==> config.mk <==
export PLATFORM = sky130hd
export DESIGN_NAME = lte_sym_framer
export DESIGN_NICKNAME = d
export VERILOG_FILES = /design/src/rtl/lte_sym_framer.sv
export SDC_FILE = /design/constraint.sdc
export NUM_CORES = 1
export LEC_CHECK = 0
export BUFFER_PORTS_ARGS = -buffer_cell sky130_fd_sc_hd__buf_2
export CORE_MARGIN = 2
export CORE_UTILIZATION = 56
export CTS_BUF_LIST = sky130_fd_sc_hd__clkbuf_8
export DETAILED_ROUTE_END_ITERATION = 7
export HOLD_SLACK_MARGIN = 0.1
export PLACE_DENSITY_LB_ADDON = 0.25
export SLEW_MARGIN = 20
export SYNTH_ARGS = -nofsm -noshare
export SYNTH_HDL_FRONTEND = slang
export SYNTH_SLANG_ARGS = --single-unit
==> constraint.sdc <==
create_clock -name Clk -period 6.5 [get_ports Clk]
set_input_delay 0.975 -clock Clk [delete_from_list [all_inputs] [get_ports Clk]]
set_output_delay 0.975 -clock Clk [all_outputs]
set_load 0.02 [all_outputs]
==> src/rtl/lte_sym_framer.sv <==
// LTE OFDM symbol framer: tags each input sample with symbol start, slot start and symbol index.
// Latency: 1 clock from the Src_v cycle to Dout_*.
// Backpressure: none; one output strobe is produced for every accepted Src_v sample.
module lte_sym_framer #(
  parameter int BIT_WIDTH    = 16,
  parameter int CLK_FS_RATIO = 5
) (
  input  logic                 Clk,
  input  logic                 Reset_n,
  input  logic [1:0]           FFT_num,
  input  logic                 CP_type,
  input  logic [BIT_WIDTH-1:0] Src_i,
  input  logic [BIT_WIDTH-1:0] Src_q,
  input  logic                 Src_v,
  input  logic                 Slot_sync,
  output logic [BIT_WIDTH-1:0] Dout_i,
  output logic [BIT_WIDTH-1:0] Dout_q,
  output logic                 Dout_v,
  output logic                 Dout_h,
  output logic                 Dout_s,
  output logic [2:0]           Sym_idx,
  output logic                 Sync_err
);

  // The sample-rate ratio only describes the expected Src_v cadence; framing counts samples.
  if (CLK_FS_RATIO < 5 || CLK_FS_RATIO > 6) begin : g_bad_ratio
    $error("lte_sym_framer: CLK_FS_RATIO must be 5 or 6");
  end

  typedef enum logic {IDLE = 1'b0, RUN = 1'b1} state_t;

  state_t               state_q;
  logic [1:0]           rst_sync_q;
  logic [11:0]          samp_q;
  logic [2:0]           sym_q;
  logic [1:0]           fft_q;
  logic                 ext_q;
  logic [BIT_WIDTH-1:0] dout_i_q, dout_q_q;
  logic                 dout_v_q, dout_h_q, dout_s_q, sync_err_q;
  logic [2:0]           sym_idx_q;

  logic                 take, start, resync, at_slot_edge, samp_wrap;
  logic [1:0]           cfg_fft;
  logic                 cfg_ext;
  logic [2:0]           pos_sym, last_sym, sym_d;
  logic [11:0]          pos_samp, n_len, cp_len, sym_len, samp_d;

  // Release of reset is re-timed so the FSM never starts on a half-released reset.
  always_ff @(posedge Clk or negedge Reset_n) begin
    if (!Reset_n) rst_sync_q <= 2'b00;
    else          rst_sync_q <= {rst_sync_q[0], 1'b1};
  end

  // Position of the current sample and the next position, with slot-start/resync handling.
  always_comb begin
    at_slot_edge = (sym_q == 3'd0) && (samp_q == 12'd0);
    take         = Src_v && ((state_q == RUN) || (Slot_sync && rst_sync_q[1]));
    start        = take && (at_slot_edge || Slot_sync);
    resync       = take && Slot_sync && (state_q == RUN) && !at_slot_edge;
    cfg_fft      = fft_q;
    cfg_ext      = ext_q;
    pos_sym      = sym_q;
    pos_samp     = samp_q;
    if (start) begin
      // Configuration is only sampled at a slot boundary (natural wrap or forced restart).
      cfg_fft  = FFT_num;
      cfg_ext  = CP_type;
      pos_sym  = 3'd0;
      pos_samp = 12'd0;
    end
    n_len  = 12'd2048;
    cp_len = 12'd160;
    case (cfg_fft)
      2'd0: begin n_len = 12'd2048; cp_len = cfg_ext ? 12'd512 : ((pos_sym == 3'd0) ? 12'd160 : 12'd144); end
      2'd1: begin n_len = 12'd1536; cp_len = cfg_ext ? 12'd384 : ((pos_sym == 3'd0) ? 12'd120 : 12'd108); end
      2'd2: begin n_len = 12'd1024; cp_len = cfg_ext ? 12'd256 : ((pos_sym == 3'd0) ? 12'd80  : 12'd72);  end
      default: begin n_len = 12'd512; cp_len = cfg_ext ? 12'd128 : ((pos_sym == 3'd0) ? 12'd40  : 12'd36);  end
    endcase
    sym_len   = n_len + cp_len;
    last_sym  = cfg_ext ? 3'd5 : 3'd6;
    samp_wrap = (pos_samp == sym_len - 12'd1);
    samp_d    = samp_wrap ? 12'd0 : pos_samp + 12'd1;
    sym_d     = pos_sym;
    if (samp_wrap) sym_d = (pos_sym == last_sym) ? 3'd0 : pos_sym + 3'd1;
  end

  // Framing FSM with registered outputs; strobes default low, data holds between samples.
  always_ff @(posedge Clk or negedge Reset_n) begin
    if (!Reset_n) begin
      state_q    <= IDLE;
      samp_q     <= 12'd0;
      sym_q      <= 3'd0;
      fft_q      <= 2'd0;
      ext_q      <= 1'b0;
      dout_i_q   <= '0;
      dout_q_q   <= '0;
      dout_v_q   <= 1'b0;
      dout_h_q   <= 1'b0;
      dout_s_q   <= 1'b0;
      sym_idx_q  <= 3'd0;
      sync_err_q <= 1'b0;
    end else begin
      dout_v_q   <= 1'b0;
      dout_h_q   <= 1'b0;
      dout_s_q   <= 1'b0;
      sync_err_q <= 1'b0;
      if (take) begin
        state_q    <= RUN;
        dout_i_q   <= Src_i;
        dout_q_q   <= Src_q;
        dout_v_q   <= 1'b1;
        dout_h_q   <= (pos_samp == 12'd0);
        dout_s_q   <= (pos_samp == 12'd0) && (pos_sym == 3'd0);
        sym_idx_q  <= pos_sym;
        sync_err_q <= resync;
        fft_q      <= cfg_fft;
        ext_q      <= cfg_ext;
        samp_q     <= samp_d;
        sym_q      <= sym_d;
      end
    end
  end

  assign Dout_i   = dout_i_q;
  assign Dout_q   = dout_q_q;
  assign Dout_v   = dout_v_q;
  assign Dout_h   = dout_h_q;
  assign Dout_s   = dout_s_q;
  assign Sym_idx  = sym_idx_q;
  assign Sync_err = sync_err_q;

endmodule

==> summary.md <==
| Metric | Value |
|---|---|
| Outcome | `finished clean` |
| Worst path most repeated cell | `a21o_1` |
| Fmax | `169 MHz` |
| Number of synthesized flops with an enable pin | `0` |
| Category of the critical setup timing path | `register to register` |
| Mux cell area share after synthesis | `0.624%` |
| Number of iterations in the first detailed-routing pass | `4` |
| Setup repair after global routing missed its margin | `false` |
| Reg2reg setup slack | `0.57 ns` |
| Layout cell share with drive strength beyond 1 | `23.4%` |
| Yosys warning count | `0` |
| Most frequent cell after synthesis | `nand2_1` |
| Height of the chip | `82.0 um` |
| Vias after detailed routing | `3038` |
| Cell depth of the worst flop-to-flop path | `21` |
| Element type at the critical path start | `register` |
| Total of flip-flops plus latches after synthesis | `60` |
| Total placed instance area | `3840 sq um` |
| Clock root cell | `clkbuf_8` |
| Areal power density over the cells | `351 nW/um^2` |
| CTS clock-pin slew for the worst setup and hold paths | `0.08 ns` |
| H-tree lvl count | `3` |
| Final total power | `1440 uW` |
| Leak | `0.00219 uW` |
| Final ANT Viol Nets | `0` |
| Area share of the leading cell type in the synthesized netlist | `44.1%` |
| Post-DR vias/cell | `5.49` |
| Maximum number of pins on one net before global-route repair | `61` |
| Combined buffer and inverter count along the critical path | `1` |
| Hold violation count in the final report | `0` |
| Final wirelength | `7800 um` |
| CTS tree | `built` |
| Relative max-transition margin | `50.7%` |
| Fraction of the mapped netlist area in adder cells | `6.83%` |
| Area share of xor/xnor cells in the synthesized design | `4.11%` |
| End-of-flow core utilization | `69.6%` |
| Post-synthesis share of cell area spent on and, or, nand and nor gates | `24.7%` |
| Weighted congestion at the end of routability-driven global placement | `0.907` |
| Measured slew at the worst slew-check pin | `0.740 ns` |
| Worst reg2reg path startpoint | `samp_q[2]$_DFFE_PN0P_` |
| Combinational family with the most area after synthesis | `simple AND/OR/NAND/NOR gates` |
| Largest driver fanout on the critical path | `12` |
| Worst hold path class | `register to register` |
| Endpoint of the worst hold-timing path | `rst_sync_q[1]$_DFF_PN0_` |
| Largest area contributor in the synthesized netlist | `dfrtp_1` |
| Sinks on the clock net | `60` |
| Async set-reset flop share out of synthesis | `100%` |
| Worst setup EP type | `register` |
| Worst clock skew | `0.00963 ns` |
| Global-route wire length before repair | `13000 um` |
| Number of standard-cell rows in the floorplan | `28` |
| Instance count of the mapped netlist | `396` |
| Final Instance Area | `4100 sq um` |
| DRT iter0 DRCs | `205` |
| Post-Syn Nets | `453` |
| Buffers from clock root to sink, at most | `2` |
| Leading post-synthesis cells by instance count | `132 x nand2_1, 60 x dfrtp_1, 19 x inv_1` |
| Die Outline Area | `6730 sq um` |
| Biggest area contributors in the synthesized netlist | `dfrtp_1 44%, nand2_1 15%, ha_1 6.2%, xnor2_1 3.3%, a21o_1 2.2%` |
| Skew-Pair Late Insertion Delay | `0.34 ns` |
| Synth Area in Compound Gates | `14.7%` |
| Share of the cycle needed by the critical path after routing | `91.2%` |
| Synthesized area per cell | `8.61 sq um` |
| Number of slew-limit violations in the final report | `0` |
| Aggregate negative setup slack | `0 ns` |
| Series of cell instances along the critical path | `nor4_1, and3_4, a31o_1, nand2_2, nand2_1, ha_1, and2_1, nor2_1, or4_1, fa_1, a21o_1, a21o_1, a21o_1, a2111oi_0, nor3_1, xnor2_1, o2111ai_1, nor3_4, buf_12, o21ai_2, a221o_1` |
| Largest stage delay on the critical path | `0.55 ns` |
| Number of inserted diodes | `0` |
| # Max-Cap Violations | `0` |
| Final #Nets | `530` |
| Average routed wire per standard cell | `14.1 um` |
| Family of cells with the greatest summed delay on the critical path | `simple AND/OR/NAND/NOR gates` |
| Relative area change from synthesis to final layout | `20.2%` |
| Detailed placer's ending HPWL | `5430 um` |
| CTS Hold Bufs | `0` |
| Vias in the first global route | `2820` |
| Total standard cell area after synthesis | `3410 sq um` |
| Total DRC errors in the routed layout | `0` |
| Startpoint of the worst hold path | `rst_sync_q[0]$_DFF_PN0_` |
| Slowest CP cell | `or4_1` |
| Antenna violations before repair | `0` |
| Num CTS Buffers | `9` |
| Port-buffer cells | `77` |
| CP required | `6.72 ns` |
| Endpoint of the worst register-to-register path | `sym_q[2]$_DFFE_PN0P_` |
| Unique masters post-synth | `56` |
| Total gr overflow | `0` |
| Ports placed on the boundary | `78` |
| Starting utilization of the core area | `57.9%` |
| Clock period minus worst slack | `5.93 ns` |
| Most frequently used flop master after synthesis | `dfrtp_1` |
| Core area | `5890 sq um` |
| Number of stages on the worst hold path | `0` |
| Data arrival at the endpoint of the critical path | `6.15 ns` |
| Global Route Usage Sum | `25.4%` |
| Setup-violating endpoint count in the final report | `0` |
| Die Width | `82.0 um` |
| Part of the Yosys area used for sequential elements | `44.1%` |
| Highest ir drop seen on vdd | `0.237 mV` |
==> worst max path at each step <==
stage | from | end | slack, ns | depth (start not counted)
6_report | samp_q[2]$_DFFE_PN0P_ | sym_q[2]$_DFFE_PN0P_ | 0.57 | 21
5_1_grt | samp_q[2]$_DFFE_PN0P_ | sym_q[2]$_DFFE_PN0P_ | 0.21 | 21
4_1_cts | samp_q[2]$_DFFE_PN0P_ | samp_q[9]$_DFFE_PN0P_ | 0.40 | 20
3_5_place_dp | Slot_sync | samp_q[9]$_DFFE_PN0P_ | 0.1 | 21
3_3_place_gp | Slot_sync | samp_q[9]$_DFFE_PN0P_ | 0.37 | 21
2_1_floorplan | Slot_sync | sym_q[2]$_DFFE_PN0P_ | 1.18 | 23
==> cells in the final DEF (no fill, tap or decap), types with 2 or more instances in the layout <==
master,netlist,routed
a2111oi_0,2,2
a21o_1,10,10
a21oi_1,11,11
a221o_1,4,4
a31oi_1,4,4
a32o_1,2,2
and2_1,3,3
and3_1,4,4
buf_2,2,77
buf_4,2,7
bufinv_16,0,2
clkbuf_8,0,9
dfrtp_1,60,60
ha_1,17,17
inv_1,19,19
inv_6,0,2
nand2_1,132,131
nand2_2,1,2
nand2b_1,2,2
nand3_1,6,6
nand4_1,2,2
nor2_1,17,17
nor2b_1,4,4
nor3_1,9,9
nor4_1,6,6
o2111ai_1,2,2
o21a_1,2,2
o21ai_0,7,7
o21ai_1,5,5
o31ai_1,4,4
or4_1,3,3
xnor2_1,13,13
xor2_1,3,3
==> registers in the layout, summed over array words and instances, names as in the netlist <==
name,flops
rst_sync_q,2
ext_q,1
sym_q,3
Dout_s,1
Sym_idx,3
state_q,1
samp_q,12
Sync_err,1
Dout_h,1
fft_q,2
Dout_v,1
Dout_i,16
Dout_q,16
==> through the flow <==
stage	worst slack [ns]	hold slack, ns	cells
after detailed placement	0.0983	0.335	535
final	0.570	0.352	553
after global placement	0.372	0.333	535
after floorplan	1.18	0.331	396
after CTS	0.400	0.352	551
after global routing	0.210	0.366	553
==> report_power, final <==
part	leakage, uW	switching (uW)	internal, uW
clock	0.000110	159	218
sequential	0.000756	30.0	412
combinational	0.00132	363	256
total	0.00219	552	886
==> metal layers <==
metal | track usage [%] | up-vias | wire (um)
met5 | 0 | - | 0
met4 | 11.3 | 0 | 240
met3 | 7.47 | 23 | 448
met2 | 38.3 | 95 | 3640
met1 | 33.7 | 1427 | 3470
li1 | - | 1493 | -
==> cell families (layout without fill, tap and decap cells) <==
logic type / after synthesis / after routing
buffers and inverters: 39 / 121
and+or+nand+nor: 193 / 193
muxes: 2 / 2
AOI/OAI and AO/OA: 67 / 67
DFF: 60 / 60
other: 1 / 1
xor gates and xnor gates: 16 / 16
adders and majority gates: 18 / 18
==> worst reg2reg max path: stages (launching register included) <==
cell and delay, ns:
dfrtp_1 0.50, nor4_1 0.34, and3_4 0.28, a31o_1 0.38
nand2_2 0.26, nand2_1 0.19, ha_1 0.28, and2_1 0.18
nor2_1 0.04, or4_1 0.55, fa_1 0.43, a21o_1 0.17
a21o_1 0.20, a21o_1 0.20, a2111oi_0 0.48, nor3_1 0.17
xnor2_1 0.20, o2111ai_1 0.18, nor3_4 0.19, buf_12 0.16
o21ai_2 0.08, a221o_1 0.36
==> final cells by class <==
| class | instances | area, sq um |
|---|---|---|
| inverters | 20 | 75.1 |
| clock buffers | 9 | 124 |
| well taps | 75 | 93.8 |
| multi-input cells | 297 | 1740 |
| clock inverters | 7 | 98.8 |
| repair buffers | 85 | 458 |
| flip-flops and latches | 60 | 1500 |
| fillers | 486 | 1790 |
==> timing repair <==
action,CTS,global route
setup buffers,0,2
hold endpoints to repair,0,0
endpoints found under the setup margin,0,4
gates resized for setup,0,0
No activity file was read; power rests on OpenSTA's default activity.
